--- src/rtl/part_ls299_bus_reg.sv ---
`default_nettype none
// ============================================================================
// Module      : part_ls299_bus_reg
// Description : Universal shift/storage register for the receiving and
//               driving end of a shared tri-state data bus. It captures bus
//               data, holds it, shifts it serially in either direction and
//               presents the stored value back to the bus pads.
// Revision    : 1.0 - initial release
// ----------------------------------------------------------------------------
// Ports
//   CLK         in   1      rising-edge clock
//   ASYN_CLR_N  in   1      asynchronous active-low clear of the register
//   CLK_ENB_N   in   1      active-low clock enable (high = hold)
//   S0, S1      in   1      mode select {S1,S0}: 00 hold, 01 shift right,
//                           10 shift left, 11 parallel load
//   OE1_N/OE2_N in   1      active-low output enables
//   DSR         in   1      serial data entering bit 0 on shift right
//   DSL         in   1      serial data entering bit WIDTH-1 on shift left
//   BUS_IN      in   WIDTH  bus value captured on parallel load
//   BUS_OUT     out  WIDTH  register contents for the bus pads
//   BUS_OE      out  1      high when BUS_OUT should be driven on the bus
//   Q0S         out  1      register bit 0
//   Q7S         out  1      register bit WIDTH-1
// ============================================================================
module part_ls299_bus_reg #(
  parameter int WIDTH = 8
) (
  input  logic             CLK,
  input  logic             ASYN_CLR_N,
  input  logic             CLK_ENB_N,
  input  logic             S0,
  input  logic             S1,
  input  logic             OE1_N,
  input  logic             OE2_N,
  input  logic             DSR,
  input  logic             DSL,
  input  logic [WIDTH-1:0] BUS_IN,
  output logic [WIDTH-1:0] BUS_OUT,
  output logic             BUS_OE,
  output logic             Q0S,
  output logic             Q7S
);

  localparam logic [1:0] C_MODE_HOLD  = 2'b00;
  localparam logic [1:0] C_MODE_SHR   = 2'b01;
  localparam logic [1:0] C_MODE_SHL   = 2'b10;
  localparam logic [1:0] C_MODE_LOAD  = 2'b11;

  logic [WIDTH-1:0] r_data;
  logic [1:0]       w_mode;

  assign w_mode = {S1, S0};

  always_ff @(posedge CLK or negedge ASYN_CLR_N) begin
    if (!ASYN_CLR_N) begin
      r_data <= '0;
    end else if (!CLK_ENB_N) begin
      case (w_mode)
        C_MODE_HOLD: r_data <= r_data;
        C_MODE_SHR:  r_data <= {r_data[WIDTH-2:0], DSR};
        C_MODE_SHL:  r_data <= {DSL, r_data[WIDTH-1:1]};
        C_MODE_LOAD: r_data <= BUS_IN;
        // An unknown mode select must not silently resolve to a legal mode;
        // propagating X makes the fault visible in simulation.
        default:     r_data <= 'x;
      endcase
    end
  end

  assign BUS_OUT = r_data;
  assign Q0S     = r_data[0];
  assign Q7S     = r_data[WIDTH-1];

  // Never drive the bus while loading so the source owns it during capture.
  // Reset does not gate the enable.
  assign BUS_OE  = ~OE1_N & ~OE2_N & ~(S1 & S0);

endmodule
`default_nettype wire

--- config.mk ---
export PLATFORM = sky130hd
export DESIGN_NAME = part_ls299_bus_reg
export DESIGN_NICKNAME = d
export VERILOG_FILES = /design/src/rtl/part_ls299_bus_reg.sv
export SDC_FILE = /design/constraint.sdc
export NUM_CORES = 1
export LEC_CHECK = 0
export ABC_AREA = 1
export BUFFER_PORTS_ARGS = -buffer_cell sky130_fd_sc_hd__buf_2
export CAP_MARGIN = 20
export CORE_AREA = 2 2 39 41
export DETAILED_ROUTE_END_ITERATION = 8
export DIE_AREA = 0 0 41 43
export PLACE_DENSITY = 0.82
export SYNTH_ARGS = -nofsm -noshare
export SYNTH_HDL_FRONTEND = slang
export SYNTH_SLANG_ARGS = --single-unit
--- constraint.sdc ---
create_clock -name CLK -period 1.05 [get_ports CLK]
set_clock_uncertainty 0.15 [all_clocks]
set_input_delay 0.0525 -clock CLK [delete_from_list [all_inputs] [get_ports CLK]]
set_output_delay 0.0525 -clock CLK [all_outputs]
set_load 0.01 [all_outputs]
# ---- Yosys cells after proc, flatten, opt, wreduce, memory -nomap -nowiden
# Cells that the tools add are included.
dict set report totals {
  reg_bits 8
  latchBits 0
  ramBits 0
  romBits 0
  inputBits 17
  output_inout_bits 11
  elab_cells 15
  memories 0
}
dict set report op_classes {
  add_sub_neg 0
  n_mul 0
  div 0
  order_cmp 0
  n_eq_ne 3
  shift 0
  n_mux 1
  bitwise_logic 8
  n_reduce_logical 2
}
# cell n
set op_table {}
lappend op_table {{8-bit case mux with 3 select lines} 1}
lappend op_table {{1-bit NOT} 5}
lappend op_table {{2-bit == test, second input constant} 2}
lappend op_table {{1-bit AND} 3}
lappend op_table {{2-bit by 1-bit == test with 1-bit output, second input constant} 1}
lappend op_table {{2-bit logical NOT} 1}
lappend op_table {{2-bit AND reduction} 1}

# ---- Longest topological paths before layout
# Gate-level depths: netlist of the first run.
dict set report depth {
  word_depth 3
  depth_mapped 6
  depth_no_buf 5
}

# ---- Worst setup path after synthesis of the first run
# Ideal clock, no wire load.
dict set report synth_timing {
  kind {reg-to-reg}
  startpoint {reg r_data[7] (netlist: BUS_OUT[7])}
  endpoint {reg r_data[6] (netlist: BUS_OUT[6])}
  setup_time_ns 0.116
  t_arrival_ns 0.650
  slack_ns 0.134
  stages_incl_launch_ff 5
  n_path_buf 0
  synth_period_minus_slack_ns 0.916
  path_cell_list {dfrtp_1 -> nand3_1 -> nand3_1 -> nand2_1 -> nand2_1}
}
dict set report synth_between {
  elab_chain_cells 1
}
# item line
set synth_lines {}
lappend synth_lines {{start: declaration} 49} ;# logic [WIDTH-1:0] r_data;
lappend synth_lines {{start signal: assignment} 59} ;# C_MODE_HOLD: r_data <= r_data;
lappend synth_lines {{start signal: assignment} 60} ;# C_MODE_SHR: r_data <= {r_data[WIDTH-2:0], DSR};
lappend synth_lines {{start signal: assignment} 61} ;# C_MODE_SHL: r_data <= {DSL, r_data[WIDTH-1:1]};
lappend synth_lines {{8-bit case mux with 3 select lines} 58} ;# case (w_mode)
# No other way between the ends.
# A chain may end at the register's enable or synchronous reset.

# ---- Final worst setup path of the first run
dict set report layout_timing {
  startpoint {reg r_data[7] (netlist: BUS_OUT[7])}
  endpoint {out BUS_OUT[7]}
}
# item line
set layout_lines {}
lappend layout_lines {{end: declaration} 38} ;# output logic [WIDTH-1:0] BUS_OUT,
# No word-level cell between the ends.

==> qor.txt, run 1 <==
Initial drt markers -> 17
Total Power -> 0.9696 mW
Total number of yosys warnings -> 0
Fin. Hold Viols -> 0
Synthesized area per cell -> 7.030 um2
Largest register FFs -> 8
Die X -> 41 um
CP required -> 0.85 ns
Post-synthesis register bit count -> 8
Via count -> 619
Hold WC Path Type -> in2reg
Max_cap viols -> 0
Crit path time final -> 1.027 ns
WS Path Type -> reg2out
Largest net degree at the start of global routing -> 11
Worst-Skew Late Latency -> 0.25 ns
Critical path origin -> BUS_OUT[7]
Wire per inst -> 11.51 um
Starting Density -> 0.3861
Flop2flop setup slack -> 0.09 ns
Total track usage -> 0.1748
Final Max Tran Viols -> 0
Proportion of netlist area held by the largest area contributor -> 0.3747
Status -> finished clean
Worst Setup EP -> BUS_OUT[7]
Die Area -> 1763 um2
Io pins -> 28
DP Wirelength -> 1.005 mm
Top post-synthesis cells by area -> dfrtp_1, nand3_1, nand2_1
Layout net count -> 128
Final instance area -> 735.7 um2
Post-DRT Antenna Nets -> 0
Initial antenna violation count -> 0
Post-synthesis sequential area ratio -> 0.3747
Input/output buffers -> 27
Layout cell share with drive strength beyond 1 -> 0.3394
H-tree depth -> 1
Crit path DAT -> 0.82 ns
CTS tree -> built
Routed vias/inst -> 4.952
Most frequent cells in the layout -> nand2_1, buf_2, nand3_1, dfrtp_1, dlygate4sd3_1
Core Box Area -> 1384 um2
Peak supply drop -> 0.0007224 V
Clk sinks -> 8
GPL Wtd Cong -> 0.8138
Max stage delay cell, worst path -> dfrtp_1
Tcrit/Tclk final -> 0.9778
Critical Path End Type -> output pin
Buf/Inv on CP -> 1
Overflow after GRT -> 0
Drt drc -> 0
Layout area overhead -> 37.71%
Post-route core utilization -> 0.5316
Number of cells produced by synthesis -> 76
Detailed Routing Iterations Pass 1 -> 4
First-pass GRT wire length -> 2.028 mm
Leak -> 0.4297 nW
Dpl cell area -> 648.1 um2
Final WL -> 1.439 mm
Clock-pin slew on the worst setup and hold paths -> 0.05 ns
Top delay family on crit path -> flip-flops
Root buffer cell -> clkbuf_4
FF-to-FF End -> BUS_OUT[6]
Setup crit start kind -> flip-flop
CP Cell Sequence -> buf_2
Library cells used by synthesis -> 11
Vias in the first global route -> 497
CTS Buf Count -> 3
Mapped cell area -> 534.3 um2
Max Fclk -> 974.0 MHz
Power per standard cell area -> 1318 nW/um2
Clock Path Buffers -> 2
Worst-path fanout max -> 4
R2r startpoint -> BUS_OUT[7]
Multi-input gate area -> 267.8 um2
Fin Setup TNS -> 0 ns
RSZ-0062 raised after global routing -> true
Reg2reg path depth -> 4
Seq. cell area -> 200.2 um2
Leading cell type in the layout, fill and taps excluded -> nand2_1
Syn nets -> 93
Filler cell count -> 145
Slew @ Worst Pin -> 0.2669 ns
Area leader, netlist -> dfrtp_1
WP depth -> 1
# diodes -> 0
Row Count -> 14
Die H -> 43 um
Max-Slew Margin vs Limit -> 0.8216
Setup violators final -> 0
CP max stage delay -> 0.41 ns
through the flow:
stage,worst slack (ns),std cells,hold WS (ns)
finish,0.02335,125,0.01448
global route,-0.005321,125,0.02714
CTS,0.01926,123,0.008778
detailed placement,0.05684,115,-0.2464
global placement,0.1004,115,-0.2485
floorplan,0.1335,76,-0.3931
final cells by class:
type,count,share of cell area
Multi-Input combinational cell,59,0.3639
Timing Repair Buffer,35,0.2823
Sequential cell,8,0.2721
Clock buffer,3,0.03061
Tap cell,16,0.02721
Inverter,4,0.02381
cells in the mapped netlist (all sizes together):
master  count
nor2        1
o21bai      1
nand3      24
o21ai       1
dfrtp       8
nand2      32
buf         5
inv         4
worst min path at each step:
stage                           from    endpoint  slack (ns)  cells after the start
after floorplan           ASYN_CLR_N  BUS_OUT[0]       -0.39                      0
after global placement    ASYN_CLR_N  BUS_OUT[0]       -0.25                      1
after detailed placement  ASYN_CLR_N  BUS_OUT[7]       -0.25                      1
after CTS                  BUS_IN[2]  BUS_OUT[2]       0.009                      5
after global routing      ASYN_CLR_N  BUS_OUT[6]        0.03                      2
final                      BUS_IN[2]  BUS_OUT[2]        0.01                      5
cells by family (layout without fill, tap and decap cells):
| kind of cell | Yosys count | count (layout) | synth area share |
|---|---|---|---|
| AOI/OAI and AO/OA | 2 | 2 | 0.04449 |
| buffers and inverters | 9 | 42 | 0.1241 |
| DFF | 8 | 8 | 0.3747 |
| and+or+nand+nor | 57 | 57 | 0.4567 |
where the power goes:
group	switching, mW	leakage [nW]	total, mW	internal, mW
Sequential	0.0557	0.103	0.416	0.360
Clock	0.0996	0.0138	0.230	0.130
Combinational	0.173	0.313	0.323	0.151
layer usage:
layer,track usage,part of all wire
met1,0.1973,0.42
met4,0.1400,0.026
met5,0,0
met2,0.2781,0.51
met3,0.01571,0.045
timing repair:
action                                 CTS  global route
hold buffers                             5             0
setup endpoints to repair                0             4
setup buffers                            0             2
gates resized for setup                  0             0
endpoints found under the hold margin   12             0
Power figures use the tool's default switching activity.
==> run 2, diff against run 1 <==
CTS_BUF_LIST = sky130_fd_sc_hd__clkbuf_16   (was unset)
==> run 2 against run 1 <==
- sequential share of layout area rose by 0.093 points
- total power rose by 38%
- cell area fell by 0.34%
- fmax rose by 2.2%
- flip-flop and latch count did not move
- first-iteration DRC count fell by 18%
- combinational power fell by 11%
- clock power rose to 2.8 times the previous value
- sequential power barely moved
- global-route usage fell by 1.2 points
==> qor.txt, run 2 (synthesis results as in run 1) <==
Initial drt markers -> 14 (was 17)
Row Count -> 14 (unchanged)
Worst Hold Launch -> DSR (was BUS_IN[2])
Wire per inst -> 11.02 um (was 11.51 um)
Pre-CTS setup slack -> 0.05684 ns (unchanged)
Via count -> 584 (was 619)
Root buffer cell -> clkbuf_16 (was clkbuf_4)
Peak supply drop -> 0.0009464 V (was 0.0007224 V)
Max stage delay cell, worst path -> dfrtp_1 (unchanged)
Detailed Routing Iterations Pass 1 -> 4 (unchanged)
Die H -> 43 um (unchanged)
Largest register FFs -> 8 (unchanged)
Setup ws final -> 0.04534 ns (was 0.02335 ns)
Clock-pin slew on the worst setup and hold paths -> 0.04 ns (was 0.05 ns)
Crit path DAT -> 0.80 ns (was 0.82 ns)
Finished Layout Cells -> 119 (was 125)
WS Path Type -> reg2out (unchanged)
Post-CTS Setup Repair Bufs -> 0 (unchanged)
Die Area -> 1763 um2 (unchanged)
Starting Density -> 0.3861 (unchanged)
Largest net degree at the start of global routing -> 11 (unchanged)
Slew @ Worst Pin -> 0.2709 ns (was 0.2669 ns)
Worst-Skew Late Latency -> 0.23 ns (was 0.25 ns)
Total Power -> 1.339 mW (was 0.9696 mW)
Routed vias/inst -> 4.908 (was 4.952)
R2r startpoint -> BUS_OUT[5] (was BUS_OUT[7])
Met3 Use GR -> 0.03141 (was 0.01571)
Post-DRT Antenna Nets -> 0 (unchanged)
Critical Path End Type -> output pin (unchanged)
Most Used Layer, Global Route -> met2 (unchanged)
Seq. cell area -> 200.2 um2 (unchanged)
# diodes -> 0 (unchanged)
Crit path time final -> 1.005 ns (was 1.027 ns)
Fin. Hold Viols -> 0 (unchanged)
CTS Buf Count -> 3 (unchanged)
Reg2reg path depth -> 4 (unchanged)
H-tree depth -> 1 (unchanged)
Max-Slew Margin vs Limit -> 0.8189 (was 0.8216)
Worst-path fanout max -> 4 (unchanged)
Max Fclk -> 995.4 MHz (was 974.0 MHz)
Input/output buffers -> 27 (unchanged)
Final instance area -> 733.2 um2 (was 735.7 um2)
Layout net count -> 122 (was 128)
Leak -> 0.4259 nW (was 0.4297 nW)
RSZ-0062 raised after global routing -> false (was true)
Dpl cell area -> 648.1 um2 (unchanged)
CTS tree -> built (unchanged)
Status -> finished clean (unchanged)
Initial antenna violation count -> 0 (unchanged)
Placed cell count -> 115 (unchanged)
GPL Wtd Cong -> 0.8138 (unchanged)
# resized after CTS -> 0 (unchanged)
Power per standard cell area -> 1826 nW/um2 (was 1318 nW/um2)
Max_cap viols -> 0 (unchanged)
Io pins -> 28 (unchanged)
CP required -> 0.85 ns (about the same)
Tcrit/Tclk final -> 0.9568 (was 0.9778)
Drt drc -> 0 (unchanged)
Hold depth -> 5 (unchanged)
CP max stage delay -> 0.41 ns (about the same)
Fin Setup TNS -> 0 ns (unchanged)
Core Box Area -> 1384 um2 (unchanged)
Flop2flop setup slack -> 0.09 ns (about the same)
DP Wirelength -> 1.005 mm (unchanged)
Met2 usage -> 0.2438 (was 0.2781)
Multi-input gate area -> 267.8 um2 (unchanged)
First-pass GRT wire length -> 1.911 mm (was 2.028 mm)
Leading cell type in the layout, fill and taps excluded -> nand2_1 (unchanged)
Total track usage -> 0.1624 (was 0.1748)
Buf/Inv on CP -> 1 (unchanged)
Layout cell share with drive strength beyond 1 -> 0.3398 (was 0.3394)
Clk sinks -> 8 (unchanged)
Clock Path Buffers -> 2 (unchanged)
Final Max Tran Viols -> 0 (unchanged)
Setup crit start kind -> flip-flop (unchanged)
Setup violators final -> 0 (unchanged)
Hold WC Path Type -> in2reg (unchanged)
Layout area overhead -> 37.24% (was 37.71%)
Final WL -> 1.311 mm (was 1.439 mm)
Overflow after GRT -> 0 (unchanged)
CP Cell Sequence -> buf_2 (unchanged)
FF-to-FF End -> BUS_OUT[4] (was BUS_OUT[6])
WHS Endpoint -> BUS_OUT[0] (was BUS_OUT[2])
Die X -> 41 um (unchanged)
GRT met1 Usage -> 0.1933 (was 0.1973)
Top delay family on crit path -> flip-flops (unchanged)
Most frequent cells in the layout -> nand2_1, buf_2, nand3_1, dfrtp_1, clkbuf_16 (was nand2_1, buf_2, nand3_1, dfrtp_1, dlygate4sd3_1)
Vias in the first global route -> 477 (was 497)
Filler cell count -> 140 (was 145)
## run 2: final cells by class
cell class	instances	share of cell area
Multi-Input combinational cell	59	0.3652
Sequential cell	8	0.2730
Timing Repair Buffer	29	0.2082
Clock buffer	3	0.1024
Tap cell	16	0.02730
Inverter	4	0.02389
## run 2: worst max path at each step
| stage | start | endpoint | slack (ns) | cells after the start |
|---|---|---|---|---|
| finish | BUS_OUT[5] | BUS_OUT[5] | 0.05 | 1 |
| global route | S0 | BUS_OE | 0.02 | 5 |
| CTS | BUS_OUT[5] | BUS_OUT[5] | 0.04 | 1 |
| detailed placement | S1 | BUS_OUT[5] | 0.06 | 5 |
| global placement | S1 | BUS_OUT[3] | 0.10 | 5 |
| floorplan | BUS_OUT[7] | BUS_OUT[6] | 0.13 | 4 |
## run 2: routing by layer
metal  wire length (um)  part of all wire  vias up
met5                  0                 0        -
met4                 22             0.017        0
met3                 67             0.051        4
met2                658              0.50       13
met1                562              0.43      267
li1                   -                 -      300
## run 2: metrics by stage
stage                     hold slack [ns]  utilization
final                             0.01285       0.5298
after global routing              0.03361       0.5298
after floorplan                   -0.3931            -
after detailed placement          -0.2464       0.4684
after CTS                        0.007417       0.5298
after global placement            -0.2485       0.4684
## run 2: what timing repair did
item                                   CTS  global route
hold buffers                             1             0
setup endpoints to repair                0             0
endpoints found under the hold margin    8             0
## run 2: report_power, final
| part | leakage (nW) | switching (mW) | total, mW | internal (mW) |
|---|---|---|---|---|
| sequential | 0.103 | 0.0552 | 0.417 | 0.362 |
| clock | 0.0370 | 0.144 | 0.635 | 0.490 |
| combinational | 0.286 | 0.161 | 0.287 | 0.127 |
==> run 3, diff against run 2 <==
SETUP_SLACK_MARGIN = 0.1   (was unset)
==> run 3 against run 2 <==
- flip-flop and latch count is the same
- die area unchanged
- wire length grew 7.2%
- first-iteration DRC count increased by 21%
- global-route usage rose by 0.51 points
- register-to-register slack lost 0.02 ns
- cell area is 7.0% higher
- sequential power barely moved
- via count rose by 6.0%
- sequential share of layout area down 1.8 points
- critical path type unchanged
==> qor.txt, run 3 (synthesis results as in run 1) <==
Status -> finished clean (unchanged)
Core Box Area -> 1384 um2 (unchanged)
First-pass GRT wire length -> 1.966 mm (was 1.911 mm)
Initial antenna violation count -> 0 (unchanged)
Crit path time final -> 1.009 ns (was 1.005 ns)
Layout net count -> 126 (was 122)
Hold WC Path Type -> in2reg (unchanged)
Max-Slew Margin vs Limit -> 0.8161 (was 0.8189)
Die H -> 43 um (unchanged)
Row Count -> 14 (unchanged)
Vias in the first global route -> 507 (was 477)
Finished Layout Cells -> 123 (was 119)
Max Fclk -> 991.0 MHz (was 995.4 MHz)
Post-DRT Antenna Nets -> 0 (unchanged)
Setup crit start kind -> flip-flop (unchanged)
WS Path Type -> reg2out (unchanged)
Total track usage -> 0.1675 (was 0.1624)
CP max stage delay -> 0.42 ns (was 0.41 ns)
Detailed Routing Iterations Pass 1 -> 4 (unchanged)
# diodes -> 0 (unchanged)
Post-route core utilization -> 0.5669 (was 0.5298)
Critical Path End Type -> output pin (unchanged)
Most frequent cells in the layout -> nand2_1, buf_2, nand3_1, dfrtp_1, buf_4 (was nand2_1, buf_2, nand3_1, dfrtp_1, clkbuf_16)
Clock-pin slew on the worst setup and hold paths -> 0.04 ns (about the same)
Buf/Inv on CP -> 1 (unchanged)
Final Max Tran Viols -> 0 (unchanged)
Root buffer cell -> clkbuf_16 (unchanged)
Largest net degree at the start of global routing -> 11 (unchanged)
CTS Buf Count -> 3 (unchanged)
Initial drt markers -> 17 (was 14)
Starting Density -> 0.3861 (unchanged)
Setup violators final -> 0 (unchanged)
Leading cell type in the layout, fill and taps excluded -> nand2_1 (unchanged)
Clock Path Buffers -> 2 (unchanged)
Via count -> 619 (was 584)
Layout area overhead -> 46.84% (was 37.24%)
GPL Wtd Cong -> 0.8138 (unchanged)
Max stage delay cell, worst path -> dfrtp_1 (unchanged)
CTS tree -> built (unchanged)
H-tree depth -> 1 (unchanged)
Clk sinks -> 8 (unchanged)
Worst-path fanout max -> 4 (unchanged)
Drt drc -> 0 (unchanged)
DP Wirelength -> 1.005 mm (unchanged)
Tcrit/Tclk final -> 0.9610 (was 0.9568)
Largest register FFs -> 8 (unchanged)
Peak supply drop -> 0.0009708 V (was 0.0009464 V)
Io pins -> 28 (unchanged)
Wire per inst -> 11.43 um (was 11.02 um)
Die X -> 41 um (unchanged)
Routed vias/inst -> 5.033 (was 4.908)
RSZ-0062 raised after global routing -> true (was false)
Fin Setup TNS -> 0 ns (unchanged)
Power per standard cell area -> 1779 nW/um2 (was 1826 nW/um2)
Overflow after GRT -> 0 (unchanged)
Leak -> 0.4546 nW (was 0.4259 nW)
Placed cell count -> 115 (unchanged)
Max_cap viols -> 0 (unchanged)
Top delay family on crit path -> flip-flops (unchanged)
Input/output buffers -> 27 (unchanged)
Fin. Hold Viols -> 0 (unchanged)
Worst-Skew Late Latency -> 0.23 ns (about the same)
Die Area -> 1763 um2 (unchanged)
Layout cell share with drive strength beyond 1 -> 0.3832 (was 0.3398)
Final WL -> 1.406 mm (was 1.311 mm)
Crit path DAT -> 0.81 ns (was 0.80 ns)
CP required -> 0.85 ns (about the same)
Slew @ Worst Pin -> 0.2750 ns (was 0.2709 ns)
CP Cell Sequence -> buf_2 (unchanged)
run 3: area by class of cell:
| class | instances | area, um2 |
|---|---|---|
| sequential | 8 | 200.2 |
| multi-input combinational | 59 | 277.8 |
| timing repair buffer | 33 | 193.9 |
| fill | 135 | 599.3 |
| inverter | 4 | 17.52 |
| tap | 16 | 20.02 |
| clock buffer | 3 | 75.07 |
run 3: report_power, final:
group / total, mW / internal, mW / leakage [nW] / switching [mW]
logic: 0.340 / 0.166 / 0.314 / 0.174
clock network: 0.635 / 0.490 / 0.0370 / 0.145
registers: 0.420 / 0.362 / 0.103 / 0.0582
run 3: what timing repair did:
item | 4_1_cts | 5_1_grt
pin swaps | 0 | 9
setup buffers | 3 | 1
gates resized for setup | 0 | 5
hold buffers | 1 | 0
endpoints found under the setup margin | 13 | 19
endpoints found under the hold margin | 8 | 0
run 3: worst paths after layout:
kind / start / end / slack [ns] / cells after the start
setup / recovery: BUS_OUT[5] / BUS_OUT[5] / 0.04 / 1
hold / removal: DSR / BUS_OUT[0] / 0.02 / 5
setup reg to reg: BUS_OUT[5] / BUS_OUT[4] / 0.07 / 4
hold reg to reg: BUS_OUT[3] / BUS_OUT[3] / 0.41 / 2
max in group asynchronous: ASYN_CLR_N / BUS_OUT[2] / 0.54 / 2
min in group asynchronous: ASYN_CLR_N / BUS_OUT[7] / 0.05 / 2
run 3: stage by stage:
stage / power (mW) / hold slack (ns) / cell area [um2] / worst slack, ns
after detailed placement: 0.7063 / -0.2464 / 648.1 / 0.05684
final: 1.396 / 0.01822 / 784.5 / 0.04095
after global placement: 0.7035 / -0.2485 / 648.1 / 0.1004
after CTS: 1.387 / 0.007412 / 755.7 / 0.04340
after global routing: 1.470 / 0.04265 / 784.5 / 0.02136
after floorplan: 0.5983 / -0.3931 / 534.3 / 0.1335
run 3: routing by layer:
| metal | vias to the layer above | global-route usage | wire length [um] |
|---|---|---|---|
| met5 | - | 0 | 0 |
| met4 | 0 | 0.1200 | 22 |
| met3 | 4 | 0.03141 | 75 |
| met2 | 20 | 0.2531 | 705 |
| met1 | 288 | 0.2000 | 604 |
| li1 | 307 | - | - |
